`config.mk`:
```
export PLATFORM = sky130hd
export DESIGN_NAME = instruction_fetch
export DESIGN_NICKNAME = d
export VERILOG_FILES = /design/src/rtl/instruction_fetch_pkg.sv /design/src/rtl/fetch_skid_buffer.sv /design/src/rtl/instruction_fetch.sv
export SDC_FILE = /design/constraint.sdc
export NUM_CORES = 1
export LEC_CHECK = 0
export ABC_AREA = 1
export ABC_CLOCK_PERIOD_IN_PS = 3100
export BUFFER_PORTS_ARGS = -buffer_cell sky130_fd_sc_hd__buf_2
export CORE_MARGIN = 2
export CORE_UTILIZATION = 49
export CTS_CLUSTER_SIZE = 25
export DETAILED_ROUTE_END_ITERATION = 10
export PLACE_DENSITY = 0.79
export SYNTH_ARGS = -nofsm -noshare
export SYNTH_HDL_FRONTEND = slang
export SYNTH_HIERARCHICAL = 1
export SYNTH_SLANG_ARGS = --single-unit
```
`constraint.sdc`:
```
create_clock -name clk -period 3.1 [get_ports clk]
set_clock_uncertainty 0.05 [all_clocks]
set_input_delay 0.31 -clock clk [delete_from_list [all_inputs] [get_ports clk]]
set_output_delay 0.31 -clock clk [all_outputs]
set_load 0.02 [all_outputs]
```
`src/rtl/instruction_fetch_pkg.sv`:
```
// Shared CPU definitions used by the fetch stage.
package instruction_fetch_pkg;

  // Default instruction-memory word-address width.
  localparam int unsigned IMEM_ADDR_WIDTH = 14;

  // Encoding presented to decode whenever no live instruction is held.
  localparam logic [31:0] NOP = 32'h0000_0000;

endpackage

```
`src/rtl/fetch_skid_buffer.sv`:
```
// One-entry holding register for an instruction that returns while decode is stalled.
module fetch_skid_buffer
  import instruction_fetch_pkg::*;
(
  input  logic        clk,
  input  logic        reset,
  input  logic        load,
  input  logic        clear,
  input  logic [31:0] data_in,
  input  logic [31:0] pc_in,
  output logic        valid,
  output logic [31:0] data_out,
  output logic [31:0] pc_out
);

  // Capture on load; clear wins so a redirect can never leave a stale entry behind.
  always_ff @(posedge clk or posedge reset) begin
    if (reset) begin
      valid    <= 1'b0;
      data_out <= NOP;
      pc_out   <= 32'h0;
    end else if (clear) begin
      valid    <= 1'b0;
    end else if (load) begin
      valid    <= 1'b1;
      data_out <= data_in;
      pc_out   <= pc_in;
    end
  end

endmodule

```
`src/rtl/instruction_fetch.sv`:
```
// Fetch stage: issues ROM reads from pc, aligns returning data with its pc and
// presents it to decode, absorbing a decode stall with a one-entry skid.
module instruction_fetch
  import instruction_fetch_pkg::*;
#(
  parameter int unsigned ADDR_WIDTH = IMEM_ADDR_WIDTH
) (
  input  logic                  clk,
  input  logic                  reset,
  input  logic [31:0]           pc,
  input  logic                  stall,
  input  logic                  flush,
  output logic [ADDR_WIDTH-1:0] imem_addr,
  input  logic [31:0]           imem_data,
  output logic [31:0]           inst,
  output logic [31:0]           inst_pc,
  output logic                  inst_valid,
  output logic                  keep_pc
);

  logic        req_valid;
  logic [31:0] req_pc;
  logic        req_issue;
  logic        hold;
  logic        skid_load;
  logic        skid_clear;
  logic        skid_valid;
  logic [31:0] skid_data;
  logic [31:0] skid_pc;
  logic [31:0] inst_d;
  logic [31:0] inst_pc_d;
  logic        inst_valid_d;

  assign imem_addr = pc[ADDR_WIDTH-1:0];

  // Output is frozen only when decode stalls on a live instruction.
  assign hold      = stall & inst_valid;
  // Once the skid is full nothing more may be issued, so no return can find it occupied.
  assign keep_pc   = skid_valid | hold;
  assign req_issue = ~keep_pc;

  // A return that arrives while the output is frozen is parked in the skid.
  assign skid_load  = ~flush & hold & req_valid;
  assign skid_clear = flush | ~hold;

  // Track the read launched this cycle so its data can be claimed next cycle.
  always_ff @(posedge clk or posedge reset) begin
    if (reset) begin
      req_valid <= 1'b0;
      req_pc    <= 32'h0;
    end else begin
      req_valid <= req_issue & ~flush;
      req_pc    <= pc;
    end
  end

  fetch_skid_buffer u_skid (
    .clk      (clk),
    .reset    (reset),
    .load     (skid_load),
    .clear    (skid_clear),
    .data_in  (imem_data),
    .pc_in    (req_pc),
    .valid    (skid_valid),
    .data_out (skid_data),
    .pc_out   (skid_pc)
  );

  // Select the next presented instruction: flush, hold, skid first, then the return.
  always_comb begin
    inst_d       = inst;
    inst_pc_d    = inst_pc;
    inst_valid_d = inst_valid;
    if (flush) begin
      inst_d       = NOP;
      inst_pc_d    = 32'h0;
      inst_valid_d = 1'b0;
    end else if (!hold) begin
      if (skid_valid) begin
        inst_d       = skid_data;
        inst_pc_d    = skid_pc;
        inst_valid_d = 1'b1;
      end else if (req_valid) begin
        inst_d       = imem_data;
        inst_pc_d    = req_pc;
        inst_valid_d = 1'b1;
      end else begin
        inst_d       = NOP;
        inst_pc_d    = 32'h0;
        inst_valid_d = 1'b0;
      end
    end
  end

  // Output register presented to decode.
  always_ff @(posedge clk or posedge reset) begin
    if (reset) begin
      inst       <= NOP;
      inst_pc    <= 32'h0;
      inst_valid <= 1'b0;
    end else begin
      inst       <= inst_d;
      inst_pc    <= inst_pc_d;
      inst_valid <= inst_valid_d;
    end
  end

endmodule
```
==> impl_metrics.tcl <==
set metrics [dict create \
    status "completed" \
    max_slew_margin_pct 26.5 \
    drtIter0Drc 419 \
    synth_top_area_share_pct 58.9 \
    ir_worst_vdd_mv 0.421 \
    synth_edf_count 0 \
    drv_slew 0 \
    p_per_area_nw_per_um2 569 \
    p_int_w 0.00367 \
    rows 43 \
    final.setup.tns_ps 0 \
    antennaDiodeCount 0 \
    dp.cells 1094 \
    yosysMostFrequentCell "nand2_1" \
    die_height_um 123 \
    clk_pin_slew_worst_paths_ps 60 \
    syn_inst 824 \
    fin_crit_ps 2010 \
    finalNonFillerCells 1159 \
    cts_tree "built" \
    die_w_um 123 \
    drcViolationCount 0 \
    core_area_um2 13800 \
    p_sw_w 0.00116 \
    initial_core_util_pct 50.0 \
    root_buffer "clkbuf_16" \
    rsz0062_at_grt "no" \
    hold_buffers 33 \
    power.share.clock_pct 43.8 \
    antenna_left 0 \
    hold_ws_ps 83.6 \
    syn_to_final_growth_pct 22.8 \
    fillers 1177 \
    critPathMaxFanout 33 \
    tightest_slew_ps 1100 \
    wl_per_cell_um 14.0 \
    antenna_found_initial 0 \
    clock-sinks 163 \
    ys_types 12 \
    met3_usage_pct 4.55 \
    grt_max_degree 66 \
    post_cts_buffers 0 \
    portBuffers 147 \
    p_seq_share_pct 47.3 \
    ys.flop_type "dfrtp_1" \
    grt_first_pass_wirelength_um 26700 \
    cp_data_required_time_ps 3400 \
    dieArea_um2 15100 \
    cts_made_buffers 17 \
    netSwitchingFraction_pct 24.1 \
    drt_wl_total_um 16300 \
    grt.busiest_layer "met2" \
    overflow 0 \
    cts_resized 0 \
    synth_async_sr_flop_share_pct 100 \
    synth_area_leaders "dfrtp_1 (59%), nand2_1 (25%), nand3_1 (9.3%)" \
    hp-class "in2reg" \
    synth.net_count 892 \
    htreeDepth 4 \
    via_count 5769 \
    syn_avg_cell_area_um2 8.40 \
    dr.pass1.iters 5 \
    grt_pass1_vias 5413 \
    syn-cell-area_um2 6920 \
    fmax_mhz 497 \
    crit_path_end_kind "flip-flop" \
    synth_seq_cells 163 \
    yosysTopAreaCell "dfrtp_1" \
    track_usage_pct 22.8 \
    dpl.hpwl_um 9180 \
    boundaryPins 148 \
    setup_viol 0 \
    totalPowerFinal_w 0.00483 \
    groute.layer.met2.usage_pct 37.7 \
    fin_nets 1034 \
    viasPerCell 4.98 \
    power_frac_comb_pct 8.9 \
    crit_type "reg2reg" \
    synth_warnings 6 \
    gp_congestion 0.758 \
    final_layout_size_suffix_gt1_share_pct 20.5 \
    p_leak_nw 4.92 \
    final-hold-violation-count 0 \
    start_kind "flip-flop" \
    cts.path.max_buffers 2 \
    pre_cts_slack_ps 1120 \
    post-route-period-util_pct 64.9 \
    drv_cap 0 \
    seq_area_frac_synth_pct 58.9 \
    layout_setup_ws_ps 1090 \
    gr-usage-met1_pct 30.0 \
    clk_latency_ps 420 \
    synth_commonest_cells "nand2_1 (453), dfrtp_1 (163), nand3_1 (128), buf_4 (30), buf_2 (28)" \
    arrival_ps 2310 \
]
power groups by stage:
stage / clock network, W / logic, W / registers [W]
6_report: 0.00212 / 0.000431 / 0.00229
5_1_grt: 0.00225 / 0.000483 / 0.00230
4_1_cts: 0.00215 / 0.000435 / 0.00228
3_5_place_dp: 0 / 0.000401 / 0.00232
3_3_place_gp: 0 / 0.000392 / 0.00232
2_1_floorplan: 0 / 0.000214 / 0.00236
kinds of logic after synthesis:
family | synth area share (%)
flops | 58.9
simple gates | 34.0
buf+inv | 6.85
compound gates | 0.217
placed cells by master, fill, tap and decap left out:
master         instances
nand2_1              452
dfrtp_1              161
buf_2                147
nand3_1              128
dlygate4sd3_1         33
clkbuf_16             17
buf_4                 11
clkinv_2               5
inv_2                  3
clkinvlp_4             3
bufinv_16              3
nor2_4                 2
clkinv_4               2
dfrtp_2                2
a21oi_4                1
inv_1                  1
nor2_1                 1
inv_4                  1
a31oi_1                1
clkbuf_8               1
clkbuf_1               1
inv_6                  1
buf_12                 1
nand2_2                1
metal layers:
| metal | wire length, µm | vias to the layer above |
|---|---|---|
| met2 | 8150 | 191 |
| met3 | 898 | 22 |
| met1 | 7020 | 2704 |
| met4 | 215 | 0 |
| met5 | 0 | - |
| li1 | - | 2852 |
cell type report:
type                    instances  area [µm²]  area share (%)
well taps                     180         225            2.65
flip-flops and latches        163        4080            48.0
multi-input cells             586        2390            28.2
inverters                       6        26.3           0.309
clock inverters                13         159            1.87
repair buffers                192        1170            13.8
clock buffers                  19         443            5.21
critical path, cell delays in order, from the launching register on:
cell	delay [ps]
dfrtp_1	420
nand2_1	160
nor2_4	50
inv_2	80
nor2_4	40
nand2_2	470
buf_4	450
nand2_1	130
nand2_1	80
final timing paths:
check	from	end	slack [ps]	cells past startpoint
worst max-delay path	inst_valid$_DFFE_PP0P_	u_skid/data_out[24]$_DFFE_PP0P_	1090	8
worst min-delay path	imem_data[0]	u_skid/data_out[0]$_DFFE_PP0P_	80	3
worst max register to register	inst_valid$_DFFE_PP0P_	u_skid/data_out[24]$_DFFE_PP0P_	1090	8
worst min register to register	u_skid/data_out[0]$_DFFE_PP0P_	u_skid/data_out[0]$_DFFE_PP0P_	420	2
max in group asynchronous	reset	u_skid/valid$_DFFE_PP0P_	1630	3
min in group asynchronous	reset	inst_pc[16]$_DFFE_PP0P_	510	3
per-stage QoR:
| stage | instance area [µm²] | util, % |
|---|---|---|
| 2_1_floorplan | 6920 | - |
| 3_3_place_gp | 7560 | 54.7 |
| 3_5_place_dp | 7560 | 54.7 |
| 4_1_cts | 8500 | 61.4 |
| 5_1_grt | 8500 | 61.4 |
| 6_report | 8500 | 61.4 |
state kept, by name, indices dropped and copies added (netlist names):
name and cells:
req_pc 32, u_skid/data_out 32, req_valid 1, inst 32, inst_valid 1, u_skid/pc_out 32, u_skid/valid 1, inst_pc 32
Note: power is estimated with default switching activity, not from simulation.
